File: src/rtl/ipu_frame_sequencer_pkg.sv
// Shared types for the IPU frame sequencer: FSM states, coprocessor opcodes
// and the conv_inst field layout.
package ipu_frame_sequencer_pkg;

   localparam int unsigned INST_W   = 32;
   localparam int unsigned OPCODE_W = 4;
   localparam int unsigned FILTER_W = 3;
   localparam int unsigned KSIZE_W  = 2;
   localparam int unsigned ROWS_W   = 3;

   typedef enum logic [2:0] {
      S_IDLE    = 3'd0,
      S_LOAD    = 3'd1,
      S_ISSUE   = 3'd2,
      S_WAIT    = 3'd3,
      S_ROW_GAP = 3'd4
   } seq_state_e;

   typedef enum logic [OPCODE_W-1:0] {
      OP_CONV       = 4'b0101,
      OP_CONV_TRSP  = 4'b0110,
      OP_CONV_ROB   = 4'b0111,
      OP_B2G        = 4'b1000,
      OP_PHOTO_CONV = 4'b1110,
      OP_READ_IMAGE = 4'b1111
   } conv_opcode_e;

   // conv_inst = {zero pad, v[cnt_w-1:0], h[cnt_w-1:0], opcode[3:0]}
   function automatic logic [INST_W-1:0] conv_inst_pack(
      input logic [15:0]         v,
      input logic [15:0]         h,
      input logic [OPCODE_W-1:0] op,
      input int unsigned         cnt_w
   );
      return (INST_W'(v) << (cnt_w + OPCODE_W)) | (INST_W'(h) << OPCODE_W) | INST_W'(op);
   endfunction

endpackage

File: src/rtl/ipu_frame_sequencer_row_loader.sv
// Line-buffer load counter: walks buf_h across a row in word steps, bumps buf_v
// at each row end and counts down the rows still to load.
module ipu_row_loader
   import ipu_frame_sequencer_pkg::*;
#(
   parameter int unsigned IMG_W        = 512,
   parameter int unsigned PIX_PER_WORD = 4,
   parameter int unsigned CNT_W        = 9
) (
   input  logic              clk,
   input  logic              reset_n,
   input  logic              frame_start,
   input  logic              row_gap,
   input  logic              load_en,
   input  logic [ROWS_W-1:0] rows_init,
   output logic [CNT_W-1:0]  buf_h,
   output logic [CNT_W-1:0]  buf_v,
   output logic              row_done
);

   localparam logic [CNT_W-1:0] LAST_H   = CNT_W'(IMG_W - PIX_PER_WORD);
   localparam logic [CNT_W-1:0] PPW_STEP = CNT_W'(PIX_PER_WORD);

   logic [ROWS_W-1:0] rows_left;
   logic              row_end;

   assign row_end  = (buf_h == LAST_H);
   // Final word of the final row; only meaningful to the FSM while loading.
   assign row_done = row_end && (rows_left == '0);

   always_ff @(posedge clk) begin
      if (!reset_n) begin
         buf_h     <= '0;
         buf_v     <= '0;
         rows_left <= '0;
      end else if (frame_start) begin
         buf_h     <= '0;
         buf_v     <= '0;
         rows_left <= rows_init;
      end else if (row_gap) begin
         rows_left <= '0;
      end else if (load_en) begin
         if (row_end) begin
            buf_h <= '0;
            buf_v <= buf_v + CNT_W'(1);
            if (rows_left != '0) rows_left <= rows_left - ROWS_W'(1);
         end else begin
            buf_h <= buf_h + PPW_STEP;
         end
      end
   end

endmodule

File: src/rtl/ipu_frame_sequencer.sv
// Frame sequencer: preloads the line buffer, then issues one coprocessor
// request per pixel, reloading one row between output rows.
module ipu_frame_sequencer
   import ipu_frame_sequencer_pkg::*;
#(
   parameter int unsigned IMG_W        = 512,
   parameter int unsigned IMG_H        = 480,
   parameter int unsigned PIX_PER_WORD = 4,
   parameter int unsigned CNT_W        = 9,
   parameter int unsigned ADDR_W       = 16
) (
   input  logic                clk,
   input  logic                reset_n,
   input  logic                start,
   input  logic                abort,
   input  logic [FILTER_W-1:0] filter_code,
   input  logic [KSIZE_W-1:0]  ksize,
   input  logic [OPCODE_W-1:0] opcode,
   input  logic                conv_wait,
   input  logic                conv_done,
   output logic                busy,
   output logic                frame_done,
   output logic                aborted,
   output logic [FILTER_W-1:0] filter_sel,
   output logic                buf_start,
   output logic                buf_next,
   output logic [CNT_W-1:0]    buf_h,
   output logic [CNT_W-1:0]    buf_v,
   output logic [ADDR_W-1:0]   mem_addr,
   output logic                conv_req,
   output logic [INST_W-1:0]   conv_inst
);

   localparam int unsigned      PPW_LOG = $clog2(PIX_PER_WORD);
   localparam int unsigned      RAW_W   = 2 * CNT_W - PPW_LOG;
   localparam logic [CNT_W-1:0] H_MAX   = CNT_W'(IMG_W - 1);
   localparam logic [CNT_W-1:0] V_MAX   = CNT_W'(IMG_H - 1);

   seq_state_e          state, state_n;
   logic [CNT_W-1:0]    h_conv, h_conv_n, v_conv, v_conv_n;
   logic [FILTER_W-1:0] filter_sel_n;
   logic [INST_W-1:0]   conv_inst_n;
   logic                conv_req_n, buf_start_n, buf_next_n, frame_done_n, aborted_n;
   logic                frame_start, row_gap, load_en, row_done;
   logic [RAW_W-1:0]    addr_raw;

   ipu_row_loader #(
      .IMG_W        (IMG_W),
      .PIX_PER_WORD (PIX_PER_WORD),
      .CNT_W        (CNT_W)
   ) u_row_loader (
      .clk         (clk),
      .reset_n     (reset_n),
      .frame_start (frame_start),
      .row_gap     (row_gap),
      .load_en     (load_en),
      .rows_init   (ROWS_W'(ksize) + ROWS_W'(1)),
      .buf_h       (buf_h),
      .buf_v       (buf_v),
      .row_done    (row_done)
   );

   // Word address is pure wiring of the registered load coordinates.
   assign addr_raw = {buf_v, buf_h[CNT_W-1:PPW_LOG]};
   assign mem_addr = ADDR_W'(addr_raw);

   always_comb begin
      state_n      = state;
      filter_sel_n = filter_sel;
      conv_req_n   = conv_req;
      conv_inst_n  = conv_inst;
      buf_start_n  = buf_start;
      buf_next_n   = 1'b0;
      frame_done_n = 1'b0;
      aborted_n    = 1'b0;
      h_conv_n     = h_conv;
      v_conv_n     = v_conv;
      frame_start  = 1'b0;
      row_gap      = 1'b0;
      load_en      = 1'b0;

      // Abort outranks everything, including a conv_done in the same cycle.
      if (state != S_IDLE && abort) begin
         state_n     = S_IDLE;
         conv_req_n  = 1'b0;
         buf_start_n = 1'b0;
         aborted_n   = 1'b1;
      end else begin
         case (state)
            S_IDLE: begin
               if (start) begin
                  filter_sel_n = filter_code;
                  frame_start  = 1'b1;
                  h_conv_n     = '0;
                  v_conv_n     = '0;
                  buf_start_n  = 1'b1;
                  state_n      = S_LOAD;
               end
            end
            S_LOAD: begin
               load_en = 1'b1;
               if (row_done) begin
                  buf_start_n = 1'b0;
                  state_n     = S_ISSUE;
               end
            end
            S_ISSUE: begin
               if (!conv_wait) begin
                  conv_req_n  = 1'b1;
                  conv_inst_n = conv_inst_pack(16'(v_conv), 16'(h_conv), opcode, CNT_W);
                  state_n     = S_WAIT;
               end
            end
            S_WAIT: begin
               if (conv_done) begin
                  conv_req_n = 1'b0;
                  buf_next_n = 1'b1;
                  if (h_conv == H_MAX) begin
                     h_conv_n = '0;
                     if (v_conv == V_MAX) begin
                        frame_done_n = 1'b1;
                        state_n      = S_IDLE;
                     end else begin
                        v_conv_n = v_conv + CNT_W'(1);
                        state_n  = S_ROW_GAP;
                     end
                  end else begin
                     h_conv_n = h_conv + CNT_W'(1);
                     state_n  = S_ISSUE;
                  end
               end
            end
            S_ROW_GAP: begin
               row_gap     = 1'b1;
               buf_start_n = 1'b1;
               state_n     = S_LOAD;
            end
            default: begin
               state_n     = S_IDLE;
               conv_req_n  = 1'b0;
               buf_start_n = 1'b0;
            end
         endcase
      end
   end

   always_ff @(posedge clk) begin
      if (!reset_n) begin
         state      <= S_IDLE;
         busy       <= 1'b0;
         frame_done <= 1'b0;
         aborted    <= 1'b0;
         filter_sel <= '0;
         buf_start  <= 1'b0;
         buf_next   <= 1'b0;
         conv_req   <= 1'b0;
         conv_inst  <= '0;
         h_conv     <= '0;
         v_conv     <= '0;
      end else begin
         state      <= state_n;
         busy       <= (state_n != S_IDLE);
         frame_done <= frame_done_n;
         aborted    <= aborted_n;
         filter_sel <= filter_sel_n;
         buf_start  <= buf_start_n;
         buf_next   <= buf_next_n;
         conv_req   <= conv_req_n;
         conv_inst  <= conv_inst_n;
         h_conv     <= h_conv_n;
         v_conv     <= v_conv_n;
      end
   end

endmodule

File: config.mk
export PLATFORM = sky130hd
export DESIGN_NAME = ipu_frame_sequencer
export DESIGN_NICKNAME = d
export VERILOG_FILES = /design/src/rtl/ipu_frame_sequencer_pkg.sv /design/src/rtl/ipu_frame_sequencer_row_loader.sv /design/src/rtl/ipu_frame_sequencer.sv
export SDC_FILE = /design/constraint.sdc
export NUM_CORES = 1
export LEC_CHECK = 0
export ABC_AREA = 1
export BUFFER_PORTS_ARGS = -buffer_cell sky130_fd_sc_hd__buf_2
export CORE_MARGIN = 2
export CORE_UTILIZATION = 40
export CTS_CLUSTER_SIZE = 16
export DETAILED_ROUTE_END_ITERATION = 8
export GPL_ROUTABILITY_DRIVEN = 1
export SLEW_MARGIN = 15
export SYNTH_ARGS = -nofsm -noshare
export SYNTH_HDL_FRONTEND = slang
export SYNTH_SLANG_ARGS = --single-unit
File: constraint.sdc
create_clock -name clk -period 2.2 [get_ports clk]
set_input_delay 0.11 -clock clk [delete_from_list [all_inputs] [get_ports clk]]
set_output_delay 0.11 -clock clk [all_outputs]
set_load 0.005 [all_outputs]
**Word-level counts from Yosys, hierarchy flattened**

Cells that the tools add are included.

- RAM bits: 0
- Latch bits: 0
- Output and inout port bits: 75
- Logic and storage cells: 108
- Memories kept: 0
- Bits of input ports: 15
- Register bits after elaboration: 83
- ROM bits: 0

- Shifts and indexed selects: 0
- Bitwise operators: 11
- Eq/ne operators: 13
- Multiplexer cells: 38
- Divide/modulo/power cells: 0
- Order comparisons: 0
- Multipliers: 0
- Reductions and logical operators: 26
- Add/sub/neg operators: 6

Operators with widths:

| kind | number |
|---|---|
| $mux W9 | 7 |
| $mux W3 | 12 |
| $pmux W9 S2 | 2 |
| $add A9 B1 Y9 const B | 3 |
| $eq A9 B9 Y1 const B | 3 |
| $or A22 B13 Y22 | 1 |
| $or A22 B4 Y22 | 1 |
| $reduce_and A3 Y1 | 6 |
| $reduce_bool A3 Y1 | 6 |
| $pmux W3 S5 | 1 |
| $mux W1 | 14 |
| $ne A2 B2 Y1 const B | 6 |
| $add A9 B3 Y9 const B | 1 |
| $not A1 Y1 | 9 |
| $eq A3 B2 Y1 const B | 2 |
| $logic_not A3 Y1 | 2 |
| $reduce_and A6 Y1 | 1 |
| $reduce_or A2 Y1 | 3 |
| $reduce_or A3 Y1 | 2 |
| $reduce_or A5 Y1 | 1 |
| $pmux W1 S4 | 1 |
| $reduce_and A4 Y1 | 1 |
| $add A2 B1 Y3 const B | 1 |
| $eq A3 B1 Y1 const B | 1 |
| other kinds (6) | 7 |

**Depth between registers and ports, before layout**

- Word-level depth: 7
- Depth in mapped cells: 13
- Depth with buffers taken out: 13

**By module**

Synthesis repeated with hierarchy kept, for this count alone.

- Cells, all modules: 507
- Area total of the unflattened synthesis: 3582.2 sq um

By module, submodules not included:

| module | area each (sq um) | sequential area each (sq um) | times used | cells each |
|---|---|---|---|---|
| ipu_frame_sequencer | 2527.4 | 1041.0 | 1 | 351 |
| ipu_row_loader | 1054.8 | 380.4 | 1 | 156 |

**Worst setup path after synthesis**

OpenSTA, ideal clock, no wires.

- Path kind: register -> register
- Start point: register h_conv[1]
- End point: register h_conv[3]
- Setup time: 0.113 ns
- Period minus slack after synthesis: 1.867 ns
- Data required time: 2.087 ns
- Setup slack: 0.333 ns
- Path buffers: 0
- Arrival: 1.753 ns
- Stages on the path, launching flop included: 14
- Cells stage by stage: dfxtp_1 > ha_1 > nand4_1 > nor3b_1 > inv_1 > nor2_1 > ha_1 > inv_1 > nand2_1 > nand4_1 > nand2_1 > inv_1 > nand2_1 > nor2_1

- Longest elaborated chain between the ends: 4
- Elaborated cells on any way between the ends: 5
- Those cells by class: add/sub: 1; eq/ne: 1; mux: 3

RTL lines:

| what | line | RTL |
|---|---|---|
| start: declaration | ipu_frame_sequencer.sv:40 | `logic [CNT_W-1:0] h_conv, h_conv_n, v_conv, v_conv_n;` |
| start signal: assignment | ipu_frame_sequencer.sv:170 | `h_conv <= h_conv_n;` |
| $add A9 B1 Y9 or $eq A9 B9 Y1 (tied branches) | ipu_frame_sequencer.sv:128, ipu_frame_sequencer.sv:118 |  |
| $mux W9 (*) | ipu_frame_sequencer.sv:118 | `if (h_conv == H_MAX) begin` |
| $mux W9 (*) | ipu_frame_sequencer.sv:115 | `if (conv_done) begin` |
| $pmux W9 S2 (*) | ipu_frame_sequencer.sv:89 | `case (state)` |

Every way passes the cells marked *; elsewhere a longest branch is shown, timed or not. The select of a mux whose other input is x is not followed.
A chain may end at the register's enable or synchronous reset.

**Worst setup path in the final report**

- Start point: register h_conv[0]
- End point: register v_conv[1]

- Longest elaborated chain between the ends: 3

RTL lines:

| what | line | RTL |
|---|---|---|
| $eq A9 B9 Y1 | ipu_frame_sequencer.sv:118 |  |
| $ne A2 B2 Y1 (no line) | - |  |
| $reduce_and A6 Y1 (no line) | - |  |
| end signal: assignment | ipu_frame_sequencer.sv:171 | `v_conv <= v_conv_n;` |
| end: declaration | ipu_frame_sequencer.sv:40 |  |

No other way between the ends.

==> flow_summary.toml <==
[run_status]
outcome = "complete, no violations"

[route]
wl_per_cell_microns = 11.7
dr.pass1.iters = 4
viasPerCell = 4.79
drtIter0Drc = 95
ant_nets = 0
drc = 0
drt-total-wl_mm = 8.11
via_count = 3336

[cts]
post_cts_buffers = 0
cts.sinks = 71
path_clk_slew_ps = 90
cts_max_level = 3
clockBufferDepth = 2
cts_root_buffer = "clkbuf_8"
numCtsBuffers = 9
cts_tree = "done"
insertion_delay_ps = 350

[power]
intPower_w = 0.00187
p_sw_w = 0.000706
p_leak_nw = 1.96
pwr-share-comb_pct = 9.2
ir_worst_vdd_uv = 370
clkPwrFrac_pct = 39.1
p_sw_share_pct = 27.4
power_density_nw_per_um2 = 618
total_power_w = 0.00258
seqPwrFrac_pct = 51.7

[yosys]
muxShareOfSynthArea_pct = 0
synth_edf_count = 0
async_flop_share_pct = 0
synthFlopType = "dfxtp_1"
yosysTopAreaCell = "dfxtp_1"
synthCells = 510
synth_xor_area_share_pct = 1.72
synth_commonest_cells = "nand2_1 (120), nor2_1 (80), dfxtp_1 (71), inv_1 (49), a21oi_1 (44)"
synth_seq_cells = 71
syn_avg_cell_area_sq_um = 6.97
synthTopCellsByArea = "dfxtp_1 (40%), nand2_1 (13%), nor2_1 (8.4%), a21oi_1 (6.2%), buf_4 (6.1%)"
synth_top_family_by_area = "simple AND/OR/NAND/NOR gates"
yosys.area_share.adder_pct = 2.81
synth-compound-area-share_pct = 12.3
yosys_warnings = 0
synth_simple_gate_area_share_pct = 30.2
yosysMostFrequentCell = "nand2_1"
synth-seq-area-share_pct = 40.0
synth.cell_area_sq_um = 3560
yosysUniqueCellTypes = 33
synth.top_cell.area_share_pct = 40.0

[global_routing]
grtUsageTotal_pct = 17.4
grt-ovfl-total = 0
grt_pass1_wl_mm = 13.9
antenna_found_initial = 0
grt_pass1_vias = 3138
grt_max_degree = 33

[flow_run]
cap_violations = 0

[sta]
min_period_ps = 2040
timing.fmax_mhz = 490
finalCritPeriodShare_pct = 92.7
hold_viol = 0
skew_ps = 11.6
setup_violations = 0
maxSlewViolCount = 0

[worst_setup_path]
critPathKind = "reg -> reg"
rrSetupSlack_ps = 160
worstPathRequired_ps = 2440
worst_ep_arrival_time_ps = 2280
cpPeakStageDelay_ps = 390
path_delay_family = "simple AND/OR/NAND/NOR gates"
worst-path-buf-inv = 1
path_max_fanout = 9
cp-start-kind = "flop"
crit_chain = "ha_4 > nand4_1 > nor3b_2 > inv_1 > nor2_1 > ha_2 > nand2_1 > nand2_1 > nand2_2 > o21ai_0 > nor2_1"
cp-end-kind = "flop"
critPathSlowestCell = "dfxtp_2"

[cells_and_area]
area_delta_synth_final_pct = 17.3
n_antenna_cell = 0
final_util_pct = 48.1
fillers = 889
seq_area_sq_um = 1430
drive_above_1_share_pct = 20.6
multi_input_area_sq_um = 1740
nNetsFinal = 606

[floorplan]
dieWidth_microns = 98.3
dieArea_sq_um = 9660
coreArea_sq_um = 8680
die_h_microns = 98.3
rows = 34
ioPinCount = 90
start_util_pct = 41.0

[hold_path]
hold_path_class = "in -> reg"

[placement]
port_buffers = 77
hpwl_mm = 5.96
gp_congestion = 0.883
-- stage by stage --
stage	setup TNS [ps]	instances	hold WS (ps)	instance area [sq um]	worst slack [ps]
after floorplan	0	521	245	3600	333
after global placement	0	675	332	3900	179
after detailed placement	0	675	338	3900	80.8
after CTS	0	696	5.87	4150	48.3
after global routing	-0.822	696	26.6	4170	-0.822
final	0	696	15.2	4170	161
-- routing by layer --
metal  wire, microns  GRT usage (%)  vias up  part of all wire (%)
met5               0              0        -                     0
met4             122           5.48        0                   1.5
met3             463           4.29       11                   5.7
met2            3760           29.4       92                    46
met1            3770           21.9     1504                    46
li1                -              -     1729                     -
-- layout make-up --
type	count	area share, %
multi-input cells	360	41.7
flip-flops and latches	71	34.2
repair buffers	88	11.5
inverters	53	4.77
clock buffers	11	3.63
well taps	108	3.24
clock inverters	5	0.960
-- state kept, by name, summed over array words and instances (netlist names) --
register and count:
buf_start 1, state 3, h_conv 9, u_row_loader.buf_v 9, buf_next 1, frame_done 1
conv_inst 22, u_row_loader.buf_h 7, aborted 1, filter_sel 3, v_conv 9, conv_req 1
u_row_loader.rows_left 3, busy 1
-- final timing paths --
path / from / to / cells after the start
setup / recovery: h_conv[0] / v_conv[1] / 11
hold / removal: filter_code[1] / filter_sel[1] / 3
setup reg to reg: h_conv[0] / v_conv[1] / 11
hold reg to reg: conv_req / conv_req / 2
-- power groups by stage --
stage | sequential (W) | combinational [W] | clock [W]
after CTS | 0.00133 | 0.000236 | 0.00104
after global routing | 0.00134 | 0.000275 | 0.00109
after global placement | 0.00136 | 0.000224 | 0
final | 0.00133 | 0.000237 | 0.00101
after floorplan | 0.00136 | 0.000179 | 0
after detailed placement | 0.00136 | 0.000229 | 0
-- kinds of logic after synthesis --
kind of cell / Yosys count
fa+ha+maj: 8
compound gates: 82
simple gates: 251
xor+xnor: 7
flops: 71
other cells: 1
buf+inv: 90
-- layout by cell type (no fill, tap or decap), types with 3 or more instances in the layout --
cell type / n
ha_1: 6
nand3_1: 20
clkinvlp_4: 3
a21oi_1: 44
clkbuf_8: 11
nor2_1: 80
buf_4: 6
nand2_1: 120
inv_1: 48
buf_2: 77
dfxtp_1: 69
nor3_1: 6
o21ai_0: 34
nand4_1: 9
dlygate4sd3_1: 5
xor2_1: 6
inv_2: 5
conb_1: 12
-- worst reg2reg max path, cell delays in order (launching register included) --
cell and delay, ps:
dfxtp_2 390, ha_4 160, nand4_1 160, nor3b_2 270
inv_1 60, nor2_1 90, ha_2 210, nand2_1 70
nand2_1 130, nand2_2 140, o21ai_0 200, nor2_1 60
-- repair_timing --
item	4_1_cts	5_1_grt
resized for setup	0	8
hold buffers	5	0
setup endpoints to repair	0	18
hold endpoints to repair	5	0
(Power assumes the default switching activity.)
